## src/rtl/mem_rd_pkg.sv

```systemverilog
// Shared types and helpers for the burst reader and its read-latency pipe.
package mem_rd_pkg;

  typedef enum logic [1:0] {
    ST_IDLE  = 2'd0,
    ST_ISSUE = 2'd1,
    ST_DRAIN = 2'd2,
    ST_DONE  = 2'd3
  } rd_state_e;

  // Width of a beat index into a buffer of max_beats words (at least 1 bit).
  function automatic int beat_idx_w(input int max_beats);
    return (max_beats > 1) ? $clog2(max_beats) : 1;
  endfunction

endpackage

```

## src/rtl/rd_lat_pipe.sv

```systemverilog
// Delay line tracking issued reads: carries {valid, beat index} RD_LAT cycles
// so the returning word lands in the slot its address was issued for.
module rd_lat_pipe #(
  parameter int RD_LAT = 1,
  parameter int IDX_W  = 4
) (
  input  logic             clk,
  input  logic             rst,
  input  logic             in_valid,
  input  logic [IDX_W-1:0] in_idx,
  output logic             out_valid,
  output logic [IDX_W-1:0] out_idx,
  output logic             pending
);

  logic [RD_LAT-1:0]            vld_q, vld_d;
  logic [RD_LAT-1:0][IDX_W-1:0] idx_q, idx_d;

  // Shift every stage forward by one; stage 0 takes the newly issued read.
  always_comb begin
    vld_d    = '0;
    idx_d    = '0;
    vld_d[0] = in_valid;
    idx_d[0] = in_idx;
    for (int i = 1; i < RD_LAT; i++) begin
      vld_d[i] = vld_q[i-1];
      idx_d[i] = idx_q[i-1];
    end
  end

  // Stage registers; reset drops every read still in flight.
  always_ff @(posedge clk) begin
    if (rst) begin
      vld_q <= '0;
      idx_q <= '0;
    end else begin
      vld_q <= vld_d;
      idx_q <= idx_d;
    end
  end

  // Reads that will still return after the current cycle (excludes the last stage).
  always_comb begin
    pending = 1'b0;
    for (int i = 0; i < RD_LAT - 1; i++) begin
      pending = pending | vld_q[i];
    end
  end

  assign out_valid = vld_q[RD_LAT-1];
  assign out_idx   = idx_q[RD_LAT-1];

endmodule

```

## src/rtl/mem_burst_reader.sv

```systemverilog
// Burst reader: issues Len consecutive word reads from AddrIn, one per cycle,
// and assembles the returning words into DataBuff.
//
// Handshake: Start is a request sampled only while idle (Busy low); it is
// accepted on the first such clock edge, after which Busy stays high until
// and including the single done_vld cycle. done_vld is a one-cycle valid with
// no ready: DataBuff is complete on that cycle and holds until the next accept.
module mem_burst_reader
  import mem_rd_pkg::*;
#(
  parameter int DATA_W    = 16,
  parameter int ADDR_W    = 16,
  parameter int MAX_BEATS = 16,
  parameter int RD_LAT    = 1
) (
  input  logic                              Clk,
  input  logic                              Rst,
  input  logic                              Start,
  input  logic [ADDR_W-1:0]                 AddrIn,
  input  logic [$clog2(MAX_BEATS+1)-1:0]    Len,
  input  logic [DATA_W-1:0]                 DataOut,
  output logic [ADDR_W-1:0]                 Addr,
  output logic                              RD,
  output logic [DATA_W*MAX_BEATS-1:0]       DataBuff,
  output logic                              Busy,
  output logic                              done_vld,
  output rd_state_e                         dbg_state
);

  localparam int                IDX_W   = beat_idx_w(MAX_BEATS);
  localparam int                LEN_W   = $clog2(MAX_BEATS + 1);
  localparam logic [LEN_W-1:0]  MAX_LEN = LEN_W'(MAX_BEATS);

  rd_state_e                          state_q, state_d;
  logic [ADDR_W-1:0]                  addr_q, addr_d;
  logic [IDX_W-1:0]                   beat_q, beat_d;
  logic [IDX_W-1:0]                   last_q, last_d;
  logic [MAX_BEATS-1:0][DATA_W-1:0]   buff_q, buff_d;
  logic [LEN_W-1:0]                   len_eff;
  logic                               ret_valid;
  logic [IDX_W-1:0]                   ret_idx;
  logic                               rd_pending;

  rd_lat_pipe #(
    .RD_LAT (RD_LAT),
    .IDX_W  (IDX_W)
  ) u_pipe (
    .clk       (Clk),
    .rst       (Rst),
    .in_valid  (RD),
    .in_idx    (beat_q),
    .out_valid (ret_valid),
    .out_idx   (ret_idx),
    .pending   (rd_pending)
  );

  // Next-state, address/beat counters and buffer capture.
  always_comb begin
    len_eff = (Len > MAX_LEN) ? MAX_LEN : Len;
    state_d = state_q;
    addr_d  = addr_q;
    beat_d  = beat_q;
    last_d  = last_q;
    buff_d  = buff_q;
    case (state_q)
      ST_IDLE: begin
        if (Start) begin
          buff_d  = '0;
          addr_d  = AddrIn;
          beat_d  = '0;
          last_d  = IDX_W'(len_eff - LEN_W'(1));
          state_d = (len_eff == '0) ? ST_DONE : ST_ISSUE;
        end
      end
      ST_ISSUE: begin
        addr_d = addr_q + ADDR_W'(1);
        beat_d = beat_q + IDX_W'(1);
        if (beat_q == last_q) state_d = ST_DRAIN;
      end
      ST_DRAIN: begin
        if (!rd_pending) state_d = ST_DONE;
      end
      ST_DONE: begin
        state_d = ST_IDLE;
      end
      default: state_d = ST_IDLE;
    endcase
    // Returning words only exist while ISSUE/DRAIN, so this never races the clear.
    if (ret_valid) buff_d[ret_idx] = DataOut;
  end

  // State and datapath registers with synchronous reset.
  always_ff @(posedge Clk) begin
    if (Rst) begin
      state_q <= ST_IDLE;
      addr_q  <= '0;
      beat_q  <= '0;
      last_q  <= '0;
      buff_q  <= '0;
    end else begin
      state_q <= state_d;
      addr_q  <= addr_d;
      beat_q  <= beat_d;
      last_q  <= last_d;
      buff_q  <= buff_d;
    end
  end

  assign RD        = (state_q == ST_ISSUE);
  assign Addr      = addr_q;
  assign Busy      = (state_q != ST_IDLE);
  assign done_vld  = (state_q == ST_DONE);
  assign DataBuff  = buff_q;
  assign dbg_state = state_q;

endmodule

```

## config.mk

```make
export PLATFORM = sky130hd
export DESIGN_NAME = mem_burst_reader
export DESIGN_NICKNAME = d
export VERILOG_FILES = /design/src/rtl/mem_rd_pkg.sv /design/src/rtl/rd_lat_pipe.sv /design/src/rtl/mem_burst_reader.sv
export SDC_FILE = /design/constraint.sdc
export NUM_CORES = 1
export LEC_CHECK = 0
export ABC_CLOCK_PERIOD_IN_PS = 1800
export CORE_MARGIN = 3
export CORE_UTILIZATION = 43
export DETAILED_ROUTE_END_ITERATION = 16
export PLACE_DENSITY = 0.77
export SKIP_LAST_GASP = 1
export SLEW_MARGIN = 20
export SYNTH_ARGS = -nofsm -noshare
export SYNTH_HDL_FRONTEND = slang
export SYNTH_SLANG_ARGS = --single-unit
```

## constraint.sdc

```tcl
create_clock -name Clk -period 1.8 [get_ports Clk]
set_input_delay 0.54 -clock Clk [delete_from_list [all_inputs] [get_ports Clk]]
set_output_delay 0.54 -clock Clk [all_outputs]
set_load 0.02 [all_outputs]
```

== Word level (Yosys, flattened, before mapping) ==
Cells that the tools add are included.
Widths: inputs -> output; s select.

* Input port bits: 40
* Output and inout port bits: 277
* Register bits: 287

* Reductions and logical operators: 8
* Equal/unequal tests: 6
* $add $sub $neg: 3
* $lt $le $gt $ge: 3
* Multiplexer cells: 15

{| class="wikitable"
|+ Operators by type and width
! kind !! number
|-
| $mux 256 || 3
|-
| $bwmux 256 || 1
|-
| $demux 16 s4 || 1
|-
| $mux 16 || 2
|-
| $pmux 16 s2 || 1
|-
| $add 16x1->16 const B || 1
|-
| $pmux 2 s4 || 1
|-
| $pmux 4 s2 || 1
|-
| $mux 2 || 3
|-
| $reduce_and 2->1 || 3
|-
| $gt 5x5->1 const B || 1
|-
| $logic_not 5->1 || 1
|-
| $lt 4x5->1 const B || 1
|-
| $mux 5 || 1
|-
| $add 4x1->4 const B || 1
|-
| $eq 2x2->1 const B || 2
|-
| $eq 4x4->1 || 1
|-
| $ge 4x1->1 const B || 1
|-
| $mux 4 || 1
|-
| $ne 2x2->1 const B || 2
|-
| $reduce_bool 2->1 || 2
|-
| $sub 4x1->4 const B || 1
|-
| $eq 2x1->1 const B || 1
|-
| $logic_not 2->1 || 1
|-
| $logic_and 1x1->1 || 1
|}

== Depth between registers and ports, before layout ==
Gate-level depths: netlist of run 1.

* Depth after elaboration: 6
* Mapped depth: 8

== By module ==
A second synthesis of run 1 with hierarchy kept.

* Cell total of the unflattened synthesis: 1415
* Area, all modules: 11210.8 µm²

{| class="wikitable"
|+ Modules (own cells, without submodules)
! module !! cells an instance !! times used !! area each (µm²) !! sequential area each (µm²)
|-
| mem_burst_reader || 1403 || 1 || 11068.1 || 5645.4
|-
| rd_lat_pipe || 12 || 1 || 142.6 || 100.1
|}

== Least setup slack after synthesis of run 1 ==
OpenSTA, ideal clock, no wires.

* Path type: register -> register
* From: register state_q[0] (netlist: dbg_state[0])
* To: register buff_q, in the netlist DataBuff[0]
* Period minus slack after synthesis: 1.908 ns
* Path slack: -0.108 ns
* Cell stages (with the launch flop): 9
* Buffers on the path: 3
* Data arrival time: 1.837 ns
* Setup time: 0.070 ns
* Data required time: 1.730 ns
* Path through: dfxtp_1 -> inv_1 -> ha_1 -> buf_2 -> nand2_1 -> buf_2 -> buf_1 -> nand3_1 -> a21oi_1

* Word-level cells in the longest chain between the ends: 4

{| class="wikitable"
|+ RTL lines
! item !! line !! source
|-
| start: declaration || mem_burst_reader.sv:34 || <nowiki>rd_state_e state_q, state_d;</nowiki>
|-
| start signal: assignment || mem_burst_reader.sv:101 || <nowiki>state_q <= state_d;</nowiki>
|-
| $logic_not 2->1 * || mem_burst_reader.sv:65 || <nowiki>case (state_q)</nowiki>
|-
| $mux 256 * || mem_burst_reader.sv:65 ||
|-
| $bwmux 256 || mem_burst_reader.sv:89 || <nowiki>if (ret_valid) buff_d[ret_idx] = DataOut;</nowiki>
|-
| $mux 256 * || mem_burst_reader.sv:89 ||
|-
| end signal: assignment || mem_burst_reader.sv:105 || <nowiki>buff_q <= buff_d;</nowiki>
|-
| end: declaration || mem_burst_reader.sv:38 || <nowiki>logic [MAX_BEATS-1:0][DATA_W-1:0] buff_q, buff_d;</nowiki>
|}

Mark *: on every way between the ends. The rest lies on a longest branch, timed or not.
A chain may end at the register's enable or synchronous reset.

== Final worst setup path of run 1 ==
* From: register state_q[0] (netlist: dbg_state[0])
* To: output port Busy

* Word-level cells in the longest chain between the ends: 1

{| class="wikitable"
|+ RTL lines
! item !! line !! source
|-
| $reduce_bool 2->1 || mem_burst_reader.sv:111 || <nowiki>assign Busy = (state_q != ST_IDLE);</nowiki>
|-
| end: declaration || mem_burst_reader.sv:25 || <nowiki>output logic Busy,</nowiki>
|}

No other way between the ends.

==> summary.txt, run 1 <==
Power
  – Power density over the cells: 1059 mW/mm²
  – Leakage component of the power: 6.223 nW
  – Internal power: 12.22 mW
  – Net Switching: 4.981 mW
  – Portion of total power attributed to the clock network: 37.9%
  – Comb pwr share: 22.6%
  – Worst supply voltage drop on vdd: 0.8958 mV
  – Fraction of power spent switching nets: 28.96%
  – Proportion of power drawn by flip-flops and latches: 39.5%

Worst hold path
  – Cell count of the worst hold path: 2
  – Worst Hold End: Addr[4]$_SDFFE_PP0P_
  – HP Class: in -> reg
  – Hold wc startpoint: Rst

Floorplan
  – Top-level I/O count: 317
  – Site row count: 58
  – Initial standard-cell utilization of the core: 44.20%
  – Die Y-Extent: 167.8 µm
  – Die extent in x: 167.8 µm
  – Area of the die: 0.02816 mm²
  – Core area: 0.02547 mm²

Critical path
  – Critical path class: reg -> out
  – Critical Path Start: dbg_state[0]$_SDFFE_PP0P_
  – Worst path cell trace: inv_1, ha_4, inv_1, buf_4
  – Largest driver fanout on the critical path: 6
  – Required arrival time at the worst endpoint: 1260 ps
  – Kind of start point of the critical path: register
  – Source of the worst register-to-register timing path: dbg_state[1]$_SDFFE_PP0P_
  – Slowest cell on the critical path: sky130_fd_sc_hd__dfxtp_2
  – Critical R2R Capture: dbg_state[0]$_SDFFE_PP0P_
  – Cell type with the highest occurrence count on the critical path: sky130_fd_sc_hd__inv_1
  – Data arrival time of the critical path: 1370 ps
  – Length in cells of the worst reg-to-reg path: 8
  – Flop-to-flop setup slack: 70 ps
  – Critical Path End Type: primary output
  – Delay of the slowest cell on the worst path: 330 ps

STA
  – Worst path setup slack after routing: -106.1 ps
  – Transition time at the pin with the least slew margin: 439.3 ps
  – Setup repair after global routing missed its margin: yes
  – Worst-case clock skew: 15.46 ps
  – Worst slack on hold paths: 373.9 ps
  – Final number of hold-violating endpoints: 0
  – Fraction of the cycle the final worst path needs: 105.9%
  – Relative slew margins: 70.45%
  – Highest clock rate: 524.6 MHz
  – Final-report max-slew violation count: 0
  – Final setup viols: 3
  – Final critical path time including I/O delays and setup: 1906 ps

Synthesis
  – Combinational family with the most area after synthesis: simple AND/OR/NAND/NOR gates
  – Most used flip-flop cell after synthesis: sky130_fd_sc_hd__dfxtp_1
  – Seq/Total Area, Yosys: 51.03%
  – Number of enable-type register cells in the synthesized netlist: 0
  – Synth Area in Compound Gates: 14.78%
  – Share of synthesized registers carrying an async set or reset: 0%
  – Total number of yosys warnings: 0
  – Synthesized netlist cell count: 1411
  – Net Count, Synth: 1459
  – Top area cells in the synthesized netlist: sky130_fd_sc_hd__dfxtp_1 51%, sky130_fd_sc_hd__a21oi_1 12%, sky130_fd_sc_hd__nand3_1 12%
  – Mapped Avg Cell Area: 7.979 µm²
  – Yosys top cell area share: 51.03%
  – Unique masters post-synth: 51
  – Post-synthesis cell area: 0.01126 mm²
  – Flop and latch count out of synthesis: 287
  – Simple-gate area share of the yosys netlist: 26.48%
  – XOR/XNOR Fraction of Synth Area: 0.5446%
  – Adder-cell share of the synthesized area: 0.8891%
  – Library cell occupying the most area in the post-synthesis netlist: sky130_fd_sc_hd__dfxtp_1
  – Mux share of post-synthesis cell area: 0.4557%

Placed design
  – Port Buffer Count: 316
  – Placed cells: 2011
  – Routability congestion estimate: 0.8393
  – Detailed-placement wirelength estimate: 25930 µm
  – Setup WS pre-CTS: -460.2 ps

Cells and area
  – Layout net count: 1766
  – Diode insertion count for antenna repair: 0
  – Ratio of cells with drive above 1 in the final layout: 14.55%
  – Core utilization of the finished layout: 63.75%
  – Post-route insts no fill: 2069
  – Area growth from synthesis to final layout: 44.23%

CTS
  – Number of levels in the clock H-tree: 1
  – Number of CTS-inserted buffers: 29
  – TritonCTS sink count: 287
  – Longest Clk Path Bufs: 3
  – Worst-path clk slew: 70 ps
  – Skew-Pair Late Insertion Delay: 540 ps
  – Cell chosen for the clock root: sky130_fd_sc_hd__clkbuf_16
  – Hold buffers post-CTS: 0
  – TritonCTS clock tree: built

Routing
  – WL final: 39900 µm
  – Drt initial violations: 1264
  – Via density per instance: 5.577
  – Total iterations of the first detailed-routing run: 8
  – Drt wl/cell: 19.29 µm
  – Antenna violation net count after detailed routing: 0
  – Number of remaining DRC errors: 0
  – Total number of vias: 11538

Outcome
  – Run status: finished with violations
  – Violated checks: negative setup slack

Global route
  – Global-route wire length before repair: 61030 µm
  – Pin count of the biggest net entering global routing: 95
  – Global-route usage over all layers: 26.71%
  – Vias in the first global route: 10719
  – Initial antenna violation count: 0
  – Overflow left after global routing: 0

Job
  – Max-cap violations: 0
==> synth_stat cells (8+ instances only) <==
library cell and n:
sky130_fd_sc_hd__nor3_1 11, sky130_fd_sc_hd__nand2_1 281, sky130_fd_sc_hd__nor2_1 26, sky130_fd_sc_hd__clkbuf_1 79
sky130_fd_sc_hd__o21ai_0 10, sky130_fd_sc_hd__nor2b_1 15, sky130_fd_sc_hd__a21oi_1 272, sky130_fd_sc_hd__nand3_1 265
sky130_fd_sc_hd__buf_4 13, sky130_fd_sc_hd__dfxtp_1 287, sky130_fd_sc_hd__buf_2 43, sky130_fd_sc_hd__nor4_1 9
sky130_fd_sc_hd__ha_1 8
==> per-stage QoR <==
stage,area (µm²),power (mW),TNS [ps]
3_3_place_gp,15330,10.53,-26890
2_1_floorplan,11260,8.784,0
4_1_cts,16200,17.00,-362.2
6_report,16240,17.20,-187.6
3_5_place_dp,15330,10.59,-31990
5_1_grt,16240,17.78,-434.5
==> flip-flops by register name, indices dropped and copies added, names as in the netlist <==
register          flops
DataBuff            256
Addr                 16
beat_q                4
last_q                4
u_pipe.out_idx        4
dbg_state             2
u_pipe.out_valid      1
==> cells by family (layout without fill, tap and decap cells) <==
family / Yosys count / in the layout
buf+inv: 145 / 473
mux: 5 / 5
xor+xnor: 7 / 7
compound gates: 315 / 315
simple gates: 644 / 644
fa+ha+maj: 8 / 8
flops: 287 / 287
==> timing repair <==
action                     4_1_cts  5_1_grt
gates resized for setup        403      139
pin swaps                        0        4
buffers inserted                 0        6
cloned                           0        0
setup endpoints to repair      321      243
==> how the worst max path moves through the flow <==
stage | end | slack, ps
floorplan | beat_q[0]$_SDFFE_PP0P_ | 30
detailed placement | dbg_state[1]$_SDFFE_PP0P_ | -460
global route | Busy | -160
CTS | Busy | -260
finish | Busy | -110
global placement | dbg_state[1]$_SDFFE_PP0P_ | -420
==> placed cells by master, fill, tap and decap left out, drive strengths merged, types with 10 or more instances in the layout <==
master and n:
nor2 29, o21ai 10, nand2 281, dlygate4sd2 117, clkdlybuf4s15 121, clkbuf 77, dfxtp 287, nor2b 15
a21oi 272, clkdlybuf4s50 38, nand3 266, nor3 15, buf 104
==> power by group through the flow <==
stage	combinational [mW]	clock, mW	sequential, mW
6_report	3.89	6.52	6.79
4_1_cts	3.68	6.55	6.78
2_1_floorplan	1.71	0	7.07
5_1_grt	4.15	6.81	6.82
3_3_place_gp	3.63	0	6.90
3_5_place_dp	3.68	0	6.90
==> final cells by class <==
| cell class | instances | area, µm² |
|---|---|---|
| Inverter | 6 | 22.52 |
| Sequential cell | 287 | 5762 |
| Clock buffer | 42 | 884.6 |
| Clock inverter | 10 | 156.4 |
| Fill cell | 2165 | 9234 |
| Multi-Input combinational cell | 979 | 4966 |
| Tap cell | 330 | 412.9 |
| Timing Repair Buffer | 415 | 4034 |
==> critical path, delay by kind of cell, from the launching register on <==
kind,cells,cell delay (ps)
adder cells (fa/ha/maj),1,190
buffers and inverters,3,310
flip-flops,1,330
==> layer usage <==
| layer | routed length (µm) | share of wire (%) | global-route usage [%] | vias up |
|---|---|---|---|---|
| met5 | 0 | 0 | 0 | - |
| met4 | 1488 | 3.7 | 9.036 | 0 |
| met3 | 3153 | 7.9 | 4.039 | 104 |
| met2 | 19300 | 48 | 44.64 | 563 |
| met1 | 15960 | 40 | 35.54 | 5414 |
| li1 | - | - | - | 5457 |
Power figures use the tool's default switching activity.
==> run 2: changes to the inputs <==
- TNS_END_PERCENT: unset -> 30
==> run 2 against run 1 <==
The flow still finishes with violations (negative setup slack). Register-to-register slack got worse by 90 ps. Non-clock buffer count fell by 6. Sequential share of layout area down 1.0 points. First-iteration DRC count grew 1.0%. Global-route usage down 0.12 points. Largest cell class unchanged. Largest power group unchanged.
==> summary.txt, run 2 (synthesized netlist as in run 1, its figures left out) <==
Cells and area
  – Area growth from synthesis to final layout: 48.27%
  – Diode insertion count for antenna repair: 0 (unchanged)
  – Most frequent cells in the layout: 279 x sky130_fd_sc_hd__nand2_1, 278 x sky130_fd_sc_hd__dfxtp_1, 272 x sky130_fd_sc_hd__a21oi_1
  – Layout net count: 1760 (-0.34%)
  – Ratio of cells with drive above 1 in the final layout: 11.48% (-3.1 points)
  – Commonest non-fill, non-tap cell in the layout: sky130_fd_sc_hd__nand2_1
  – Flip-flop count of the largest register after layout: 256 (unchanged)
  – Number of filler cells placed in the layout: 2048 (-5.4%)

Power
  – Final Power: 17.04 mW (-0.96%)
  – Worst supply voltage drop on vdd: 0.8704 mV (-2.8%)
  – Leakage component of the power: 7.580 nW (+22%)
  – Power density over the cells: 1021 mW/mm² (-3.7%)

Routing
  – Number of remaining DRC errors: 0 (unchanged)
  – Via density per instance: 5.599 (+0.40%)
  – Antenna violation net count after detailed routing: 0 (unchanged)
  – Drt wl/cell: 19.40 µm (+0.57%)
  – Total iterations of the first detailed-routing run: 5 (-3)
  – Total number of vias: 11551 (+0.11%)
  – WL final: 40010 µm (+0.28%)
  – Drt initial violations: 1277 (+1.0%)

STA
  – Transition time at the pin with the least slew margin: 609.7 ps (+170.5 ps)
  – Worst path setup slack after routing: -250.7 ps (-144.6 ps)
  – Worst-case clock skew: 16.54 ps (+1.084 ps)
  – Final setup viols: 81 (+78)
  – Fraction of the cycle the final worst path needs: 113.9% (+8.0 points)
  – Setup TNS: -16900 ps (-16710 ps)
  – Final critical path time including I/O delays and setup: 2051 ps (+144.6 ps)
  – Worst slack on hold paths: 377.3 ps (+3.407 ps)
  – Relative slew margins: 59.35% (-11 points)
  – Final-report max-slew violation count: 0 (unchanged)
  – Setup repair after global routing missed its margin: yes
  – Final number of hold-violating endpoints: 0 (unchanged)
  – Highest clock rate: 487.6 MHz (-7.0%)

Outcome
  – Run status: finished with violations
  – Violated checks: negative setup slack

CTS
  – Number of CTS-inserted buffers: 29 (unchanged)
  – Cell chosen for the clock root: sky130_fd_sc_hd__clkbuf_16
  – Number of gates resized after cts: 217 (-46%)
  – Skew-Pair Late Insertion Delay: 540 ps (about the same)
  – Hold buffers post-CTS: 0 (unchanged)
  – Worst-path clk slew: 70 ps (about the same)
  – TritonCTS sink count: 287 (unchanged)
  – TritonCTS clock tree: built
  – Number of setup buffers added after CTS: 0 (unchanged)
  – Number of levels in the clock H-tree: 1 (unchanged)
  – Longest Clk Path Bufs: 3 (unchanged)

Global route
  – Overflow left after global routing: 0 (unchanged)
  – Global-route usage over all layers: 26.59% (-0.12 points)
  – Initial antenna violation count: 0 (unchanged)
  – GR met1 Demand/Resource: 35.45% (-0.089 points)
  – Global-route wire length before repair: 60710 µm (-0.52%)
  – Most crowded layer after global routing: met2
  – Pin count of the biggest net entering global routing: 95 (unchanged)
  – Vias in the first global route: 10689 (-0.28%)
  – Met3 global-route usage: 3.686% (-0.35 points)
  – Met2 track demand over resource in global routing: 44.69% (+0.053 points)

Placed design
  – Port Buffer Count: 316 (unchanged)
  – Detailed-placement wirelength estimate: 25930 µm (unchanged)
  – Setup WS pre-CTS: -460.2 ps (unchanged)
  – Routability congestion estimate: 0.8393 (unchanged)

Critical path
  – Kind of start point of the critical path: register
  – Slowest cell on the critical path: sky130_fd_sc_hd__clkdlybuf4s50_1
  – Kind of cell adding the most delay to the critical path: buffers and inverters
  – Critical path class: reg -> out
  – Data arrival time of the critical path: 1510 ps (+140 ps)
  – Delay of the slowest cell on the worst path: 610 ps (+280 ps)
  – Required arrival time at the worst endpoint: 1260 ps (about the same)
  – Worst path cell trace: clkdlybuf4s50_1
  – Largest driver fanout on the critical path: 2 (-4)
  – Critical Path End Type: primary output
  – Count of buffer and inverter cells on the critical path: 1 (-2)

Job
  – Max-cap violations: 0 (unchanged)

Floorplan
  – Top-level I/O count: 317 (unchanged)
  – Initial standard-cell utilization of the core: 44.20% (unchanged)
  – Area of the die: 0.02816 mm² (unchanged)
  – Core area: 0.02547 mm² (unchanged)
  – Die extent in x: 167.8 µm (unchanged)
  – Site row count: 58 (unchanged)
  – Die Y-Extent: 167.8 µm (unchanged)

Worst hold path
  – HP Class: in -> reg
## run 2: per-stage QoR
stage	util (%)	cell area, µm²	instances
final	65.53	16690	2063
after global routing	65.53	16690	2063
after CTS	64.40	16400	2063
after detailed placement	60.17	15330	2011
after global placement	60.17	15330	2011
after floorplan	-	11260	1411
## run 2: metal layers
| metal | vias to the layer above | share of wire [%] |
|---|---|---|
| li1 | 5442 | - |
| met1 | 5413 | 40 |
| met2 | 582 | 48 |
| met3 | 114 | 8.1 |
| met4 | 0 | 3.8 |
| met5 | - | 0 |
## run 2: area by class of cell
| type | count | area [µm²] | area share (%) |
|---|---|---|---|
| well taps | 330 | 412.9 | 2.474 |
| flip-flops and latches | 287 | 5757 | 34.49 |
| inverters | 6 | 22.52 | 0.1349 |
| clock buffers | 42 | 884.6 | 5.299 |
| repair buffers | 409 | 4541 | 27.20 |
| multi-input cells | 979 | 4918 | 29.47 |
| clock inverters | 10 | 156.4 | 0.9370 |
## run 2: where the power goes
group | internal [mW] | switching, mW | leakage, nW | total [mW]
clock network | 3.96 | 2.53 | 0.516 | 6.50
logic | 1.59 | 2.16 | 4.75 | 3.76
registers | 6.57 | 0.219 | 2.32 | 6.78
## run 2: worst paths after layout
path | startpoint | endpoint | slack (ps) | cells after the start
worst max-delay path | DataBuff[194]$_SDFF_PP0_ | DataBuff[194] | -250 | 1
worst max register to register | Addr[1]$_SDFFE_PP0P_ | Addr[14]$_SDFFE_PP0P_ | -20 | 5
worst min register to register | DataBuff[154]$_SDFF_PP0_ | DataBuff[154]$_SDFF_PP0_ | 460 | 2
worst min-delay path | Rst | Addr[4]$_SDFFE_PP0P_ | 380 | 2
